$ cat src/rtl/keypad_scanner.sv
// 4x4 active-low matrix keypad scanner: synchronises and debounces the rows and
// emits one registered strobe with a 4-bit key code per debounced press.
module keypad_scanner #(
    parameter int unsigned SCAN_DIV        = 4,
    parameter int unsigned DEBOUNCE_CYCLES = 8
) (
    input  logic       clk,
    input  logic       reset,
    input  logic [3:0] linhas,
    output logic [3:0] colunas,
    output logic       insere,
    output logic [3:0] entrada,
    output logic       tecla_ativa
);

    localparam int unsigned DW = (SCAN_DIV > 1) ? $clog2(SCAN_DIV) : 1;
    localparam int unsigned CW = $clog2(DEBOUNCE_CYCLES + 1);
    localparam logic [DW-1:0] DIV_LAST = DW'(SCAN_DIV - 1);
    localparam logic [CW-1:0] CNT_LAST = CW'(DEBOUNCE_CYCLES - 1);

    typedef enum logic [1:0] {SCAN, DEBOUNCE, EMIT, WAIT_REL} state_t;

    state_t        state, state_n;
    logic [1:0]    col, col_n;
    logic [1:0]    row, row_n;
    logic [DW-1:0] div, div_n;
    logic [CW-1:0] cnt, cnt_n, cnt_inc;
    logic [3:0]    rs_meta, rs;
    logic          insere_n, tecla_n;
    logic [3:0]    entrada_n;
    logic [1:0]    low_row;

    function automatic logic [3:0] key_code(input logic [1:0] r, input logic [1:0] c);
        case ({r, c})
            4'b0000: key_code = 4'h1;
            4'b0001: key_code = 4'h2;
            4'b0010: key_code = 4'h3;
            4'b0011: key_code = 4'hA;
            4'b0100: key_code = 4'h4;
            4'b0101: key_code = 4'h5;
            4'b0110: key_code = 4'h6;
            4'b0111: key_code = 4'hB;
            4'b1000: key_code = 4'h7;
            4'b1001: key_code = 4'h8;
            4'b1010: key_code = 4'h9;
            4'b1011: key_code = 4'hC;
            4'b1100: key_code = 4'hE;
            4'b1101: key_code = 4'h0;
            4'b1110: key_code = 4'hF;
            default: key_code = 4'hD;
        endcase
    endfunction

    always_comb begin
        colunas = ~(4'b0001 << col);
        cnt_inc = (cnt == '1) ? cnt : cnt + 1'b1;
        if (!rs[0])      low_row = 2'd0;
        else if (!rs[1]) low_row = 2'd1;
        else if (!rs[2]) low_row = 2'd2;
        else             low_row = 2'd3;
    end

    always_comb begin
        state_n   = state;
        col_n     = col;
        row_n     = row;
        div_n     = div;
        cnt_n     = cnt;
        insere_n  = 1'b0;
        entrada_n = entrada;
        tecla_n   = tecla_ativa;
        case (state)
            SCAN: begin
                if (div == DIV_LAST) begin
                    div_n = '0;
                    if (rs != 4'hF) begin
                        row_n   = low_row;
                        cnt_n   = CW'(1);
                        state_n = DEBOUNCE;
                    end else begin
                        col_n = col + 2'd1;
                    end
                end else begin
                    div_n = div + 1'b1;
                end
            end
            DEBOUNCE: begin
                if (!rs[row]) begin
                    if (cnt >= CNT_LAST) begin
                        cnt_n     = '0;
                        insere_n  = 1'b1;
                        entrada_n = key_code(row, col);
                        tecla_n   = 1'b1;
                        state_n   = EMIT;
                    end else begin
                        cnt_n = cnt_inc;
                    end
                end else begin
                    cnt_n   = '0;
                    div_n   = '0;
                    col_n   = col + 2'd1;
                    state_n = SCAN;
                end
            end
            EMIT: begin
                cnt_n   = '0;
                state_n = WAIT_REL;
            end
            default: begin
                // Release needs the whole frozen column idle, so a second key
                // still held in this column cannot be re-detected as a new press.
                if (rs == 4'hF) begin
                    if (cnt >= CNT_LAST) begin
                        cnt_n   = '0;
                        div_n   = '0;
                        col_n   = col + 2'd1;
                        tecla_n = 1'b0;
                        state_n = SCAN;
                    end else begin
                        cnt_n = cnt_inc;
                    end
                end else begin
                    cnt_n = '0;
                end
            end
        endcase
    end

    always_ff @(posedge clk or posedge reset) begin
        if (reset) begin
            state       <= SCAN;
            col         <= '0;
            row         <= '0;
            div         <= '0;
            cnt         <= '0;
            rs_meta     <= '1;
            rs          <= '1;
            insere      <= 1'b0;
            entrada     <= '0;
            tecla_ativa <= 1'b0;
        end else begin
            state       <= state_n;
            col         <= col_n;
            row         <= row_n;
            div         <= div_n;
            cnt         <= cnt_n;
            rs_meta     <= linhas;
            rs          <= rs_meta;
            insere      <= insere_n;
            entrada     <= entrada_n;
            tecla_ativa <= tecla_n;
        end
    end

endmodule
$ cat config.mk
export PLATFORM = sky130hd
export DESIGN_NAME = keypad_scanner
export DESIGN_NICKNAME = d
export VERILOG_FILES = /design/src/rtl/keypad_scanner.sv
export SDC_FILE = /design/constraint.sdc
export NUM_CORES = 1
export LEC_CHECK = 0
export CAP_MARGIN = 15
export CORE_MARGIN = 1
export CORE_UTILIZATION = 48
export CTS_CLUSTER_DIAMETER = 200
export DETAILED_ROUTE_END_ITERATION = 8
export PLACE_DENSITY = 0.73
export SYNTH_ARGS = -nofsm -noshare
export SYNTH_HDL_FRONTEND = slang
export SYNTH_SLANG_ARGS = --single-unit
$ cat constraint.sdc
create_clock -name clk -period 1.7 [get_ports clk]
set_input_delay 0.255 -clock clk [delete_from_list [all_inputs] [get_ports clk]]
set_output_delay 0.255 -clock clk [all_outputs]
set_load 0.05 [all_outputs]
==> metrics, run 1 <==
status=finished clean; Flop pwr share=31.8%; vias per cell=5.46; Layout area overhead=25.6%; post-synth top area share=35.4%; crit path capture type=flop; reg2reg setup slack=70 ps; Hold-fix buffers, CTS=0; Mapped Area=1270 um2; ANT cells=0; clock buffer count from CTS=3; Layout Cells excl Fill=169; min cycle time layout=1630 ps; RSZ-0062 raised after global routing=true; VDD IR max=1370 uV; crit path cell chain=mux4_2, nand3_1, o211ai_2, mux2_4; post-synth top area cell=dfrtp_1; Max-Cap Viols=0; die span in x=53.5 um; Die H=53.5 um; adder-cell area share of the yosys netlist=7.86%; Arr. time, crit path=1850 ps; Core Region=2500 um2; Layout Utilization=64.0%; Routed WL per cell=13.7 um; number of global-route vias before repair=877; Fmax achieved=0.614 GHz; leakage=0.749 nW; largest cells by area after synthesis=dfrtp_1 35%, dfstp_2 17%, ha_1 7.9%, inv_1 3.5%, a21oi_1 3.1%; synth unique cells=38; CP max stage delay=570 ps; Total Wirelength=2320 um; Finish-stage setup viols=0; Clk pwr share=15.3%; DRC=0; DP Cell Count=165; commonest cells after routing, fill and taps aside=18 x dfrtp_1, 13 x buf_4, 12 x inv_1; Layout Nets=154; YS warnings=0; first-pass GRT wire length=3730 um; die area=2860 um2; Tcrit/Tclk final=95.8%; initial antenna violation count=0; All-Layer GR Usage=18.4%; Clock Tree Root=clkbuf_4; Post-DP HPWL=1630 um; mux cell area share after synthesis=8.55%; postcts setup bufs=0; Setup CP Type=reg2reg; Crit Path Max Fanout=4; PwrDens=1730 nW/um2; internal cell power=0.00168 W; combinational share of power=52.9%; Syn Nets=128; commonest non-fill, non-tap cell in the layout=dfrtp_1; Row Count=18; Mean Syn Cell Area=11.2 um2; Worst-path clk slew=140 ps; H-tree levels=1; worst hold path class=in2async; post-synthesis sequential area ratio=51.9%; DRT Pass-1 Iters=6; area share of and/or/nand/nor cells after synthesis=11.5%; worst-margin pin slew=479 ps; largest family of logic cells by synthesized area=compound AO/OA/AOI/OAI gates; CP max-delay cell=mux4_2; Synth Area in XOR/XNOR=0.688%; Clock Skew=8.69 ps; CTS tree=done; io pins=16; required time of the worst setup path=1920 ps; slew margin rel.=68.2%; Sw Share=39.5%; Final Hold Vio Count=0; gr ovfl total=0; antenna viol nets, final=0; Port Buffers=15; CTS max path bufs=2; post-synthesis compound-gate area fraction=13.9%; Sink Count=26; initial drt markers=19; crit path launch type=flop; Vias=923; Initial Util=51.0%; Slew Viols, Final=0; Placer Congestion=0.872; P_sw=0.00109 W; synthesis-stage register bit count=26; share of cells above drive strength 1=28.8%; pin count of the biggest net entering global routing=27; clock latency on the worst-skew pair=320 ps; cell count after synthesis=114
path summary, 6_finish.rpt:
path | from | to | cells past startpoint
max in group asynchronous | reset | rs_meta[0] | 3
max reg2reg | row[1] | col[1] | 4
min | reset | div[1] | 3
min in group clk | linhas[2] | rs_meta[2] | 1
max | row[1] | col[1] | 4
min reg2reg | rs_meta[3] | rs[3] | 0
power groups by stage:
stage          Sequential (W)  Combinational (W)  Clock, W
2_1_floorplan        0.000949           0.000867         0
6_report             0.000880            0.00147  0.000423
4_1_cts              0.000876            0.00145  0.000437
3_5_place_dp         0.000887            0.00144         0
3_3_place_gp         0.000875            0.00140         0
5_1_grt              0.000901            0.00160  0.000459
area by class of cell:
cell class,instances,area [um2]
Fill cell,190,900
Sequential cell,26,661
Multi-Input combinational cell,72,551
Timing Repair Buffer,24,248
Inverter,13,51.3
Tap cell,30,37.5
Clock inverter,1,30.0
Clock buffer,3,22.5
cells in the mapped netlist:
| master | n |
|---|---|
| nand3b_1 | 1 |
| a21o_2 | 1 |
| xnor2_1 | 1 |
| dfstp_2 | 8 |
| inv_4 | 1 |
| nand2_2 | 1 |
| and4_1 | 1 |
| o21ai_0 | 8 |
| a21oi_1 | 8 |
| nand2_1 | 7 |
| inv_1 | 12 |
| o211ai_2 | 1 |
| a22o_1 | 2 |
| nor3b_1 | 1 |
| buf_6 | 1 |
| or2_1 | 1 |
| nor2_1 | 5 |
| o32a_1 | 1 |
| nand4_1 | 1 |
| o21ai_2 | 1 |
| o41ai_1 | 1 |
| a21boi_0 | 1 |
| nand2b_1 | 1 |
| o221ai_1 | 1 |
| buf_2 | 1 |
| mux2i_1 | 3 |
| nor4_1 | 1 |
| dfrtp_1 | 18 |
| mux4_1 | 1 |
| o211ai_1 | 1 |
| mux2_4 | 2 |
| mux4_2 | 1 |
| ha_1 | 8 |
| o31ai_1 | 1 |
| clkbuf_1 | 1 |
| nor3_1 | 2 |
| nor2_2 | 1 |
| nand3_1 | 6 |
metal layers:
layer  track usage [%]  vias to the layer above  wire (um)
li1                  -                      451          -
met1              24.1                      452       1110
met2              30.0                       18       1140
met3              3.45                        2         47
met4              6.58                        0         10
met5                 0                        -          0
cell families (layout without fill, tap and decap cells):
kind of cell	Yosys count	count (layout)
and+or+nand+nor	29	29
AOI/OAI and AO/OA	27	27
DFF	26	26
buffers and inverters	16	41
adders and majority gates	8	8
muxes	7	7
xor gates and xnor gates	1	1
registers in the layout, summed over array words and instances, names as in the netlist, 2 cells and up:
| register | cells |
|---|---|
| entrada | 4 |
| row | 2 |
| div | 2 |
| rs_meta | 4 |
| rs | 4 |
| state | 2 |
| col | 2 |
| cnt | 4 |
worst max-delay path, delay by kind of cell, from the launching register on:
| kind | cells | cell delay, ps |
|---|---|---|
| AOI/OAI and AO/OA | 1 | 120 |
| DFF | 1 | 390 |
| muxes | 2 | 890 |
| and+or+nand+nor | 1 | 130 |
timing repair:
action                                  4_1_cts  5_1_grt
gates resized for setup                       1        3
gates cloned                                  0        0
endpoints found under the setup margin        1        7
pin swaps                                     0        1
stage by stage:
step | hold WS (ps) | setup slack [ps] | power, W | cell area, um2 | setup TNS, ps
final | 253 | 70.7 | 0.00277 | 1600 | 0
after CTS | 257 | 41.8 | 0.00277 | 1590 | 0
after global placement | 346 | 108 | 0.00228 | 1540 | 0
after floorplan | 259 | 5.94 | 0.00182 | 1270 | 0
after detailed placement | 347 | 75.1 | 0.00232 | 1540 | 0
after global routing | 286 | -19.2 | 0.00296 | 1600 | -19.2
(Power assumes the default switching activity.)
==> run 2: changes to the inputs <==
- TNS_END_PERCENT: unset -> 5
==> results of run 2 <==
Final layout, timing and power as in run 1 (identical DEF).
==> run 3: changes to the inputs <==
- RECOVER_POWER: unset -> 50
==> run 3 against run 2 <==
Routed wire length barely moved; fmax hardly changed; clock power barely moved; first-iteration DRC count is the same; sequential share of layout area up 0.065 points; largest power group unchanged.
==> metrics, run 3 (synthesized netlist as in run 1, its figures left out) <==
status=finished clean (unchanged); WHS=367 ps (was 253 ps); fin area=1600 um2 (about the same); Tcrit/Tclk final=95.8% (about the same); worst-margin pin slew=636 ps (was 479 ps); RSZ-0062 raised after global routing=true (unchanged); Sink Count=26 (unchanged); initial antenna violation count=0 (unchanged); Layout area overhead=25.4% (was 25.6%); share of cells above drive strength 1=28.8% (unchanged); Vias=923 (unchanged); ANT cells=0 (unchanged); Clock Tree Root=clkbuf_4 (unchanged); Row Count=18 (unchanged); clock buffer count from CTS=3 (unchanged); number of global-route vias before repair=877 (unchanged); Sw Share=39.5% (about the same); DP Cell Count=165 (unchanged); io pins=16 (unchanged); All-Layer GR Usage=18.4% (unchanged); FILL cells=191 (was 190); Clock Skew=8.66 ps (was 8.69 ps); CTS tree=done (unchanged); Fmax achieved=0.614 GHz (about the same); Routed WL per cell=13.7 um (about the same); CP Buf/Inv Count=0 (unchanged); commonest non-fill, non-tap cell in the layout=dfrtp_1 (unchanged); Clk pwr share=15.3% (about the same); Finish-stage setup viols=0 (unchanged); gr ovfl total=0 (unchanged); hold path cells=0; Initial Util=51.0% (unchanged); Placer Congestion=0.872 (unchanged); CP delay by family, top=multiplexers (unchanged); first-pass GRT wire length=3730 um (unchanged); crit path capture type=flop (unchanged); pin count of the biggest net entering global routing=27 (unchanged); Worst-path clk slew=140 ps (about the same); vias per cell=5.46 (unchanged); PwrDens=1730 nW/um2 (about the same); placed cell areas=1540 um2 (unchanged); Die H=53.5 um (unchanged); Max-Cap Viols=0 (unchanged); min cycle time layout=1630 ps (about the same); combinational share of power=52.9% (about the same); slew margin rel.=57.6% (was 68.2%); required time of the worst setup path=1920 ps (about the same); CTS max path bufs=2 (unchanged); Layout Nets=154 (unchanged); crit path launch type=flop (unchanged); antenna viol nets, final=0 (unchanged); DRT Pass-1 Iters=6 (unchanged); Core Region=2500 um2 (unchanged); Arr. time, crit path=1850 ps (about the same); Crit Path Max Fanout=4 (unchanged); postcts setup bufs=0 (unchanged); CP max stage delay=570 ps (about the same); Slew Viols, Final=0 (unchanged); worst hold path class=reg2reg (was in2async); Layout Cells excl Fill=169 (unchanged); initial drt markers=19 (unchanged); Total Wirelength=2310 um (was 2320 um); Flop pwr share=31.8% (about the same); R2R cell count=4 (unchanged); Port Buffers=15 (unchanged); Final Hold Vio Count=0 (unchanged); WP depth=4 (unchanged); die span in x=53.5 um (unchanged); P_sw=0.00109 W (unchanged); H-tree levels=1 (unchanged); clock latency on the worst-skew pair=320 ps (about the same); DRC=0 (unchanged); Setup CP Type=reg2reg (unchanged); die area=2860 um2 (unchanged); CP max-delay cell=mux4_2 (unchanged); internal cell power=0.00167 W (was 0.00168 W); commonest cells after routing, fill and taps aside=18 x dfrtp_1, 12 x inv_1, 12 x buf_4 (was 18 x dfrtp_1, 13 x buf_4, 12 x inv_1); crit path cell chain=mux4_2, nand3_1, o211ai_2, mux2_4 (unchanged); VDD IR max=1370 uV (about the same); Post-DP HPWL=1630 um (unchanged); leakage=0.749 nW (about the same)
-- run 3: power by group through the flow --
stage / logic (W) / registers (W) / clock network [W]
final: 0.00146 / 0.000880 / 0.000423
after global routing: 0.00160 / 0.000901 / 0.000459
after CTS: 0.00145 / 0.000876 / 0.000437
after detailed placement: 0.00144 / 0.000887 / 0
after global placement: 0.00140 / 0.000875 / 0
after floorplan: 0.000867 / 0.000949 / 0
-- run 3: metrics by stage --
step           util [%]  power (W)  worst slack, ps  TNS, ps
2_1_floorplan         -    0.00182             5.94        0
3_3_place_gp       61.5    0.00228              108        0
3_5_place_dp       61.5    0.00232             75.1        0
4_1_cts            63.5    0.00277             41.8        0
5_1_grt            63.9    0.00296            -19.2    -19.2
6_report           63.9    0.00277             70.7        0
-- run 3: final cells by class --
type	instances	area (um2)	area share (%)
inverters	13	51.3	3.21
multi-input cells	72	551	34.5
clock inverters	1	30.0	1.88
clock buffers	3	22.5	1.41
repair buffers	24	245	15.3
well taps	30	37.5	2.35
flip-flops and latches	26	661	41.3
-- run 3: per-layer routing --
layer / vias to the layer above / wire, um / GRT usage [%]
met5: - / 0 / 0
met4: 0 / 10 / 6.58
met3: 2 / 47 / 3.45
met2: 18 / 1140 / 30.0
met1: 452 / 1110 / 24.1
li1: 451 / - / -
-- run 3: final timing paths --
| path | startpoint | to | slack [ps] |
|---|---|---|---|
| max reg2reg | row[1] | col[1] | 70 |
| max | row[1] | col[1] | 70 |
| max in group asynchronous | reset | col[1] | 770 |
| min in group asynchronous | reset | div[1] | 510 |
| min reg2reg | rs_meta[3] | rs[3] | 370 |
| min | rs_meta[3] | rs[3] | 370 |
-- run 3: what timing repair did --
action	CTS	global route
resized for setup	1	3
pin swaps	0	1
hold buffers	0	0
setup endpoints to repair	1	7
cloned	0	0
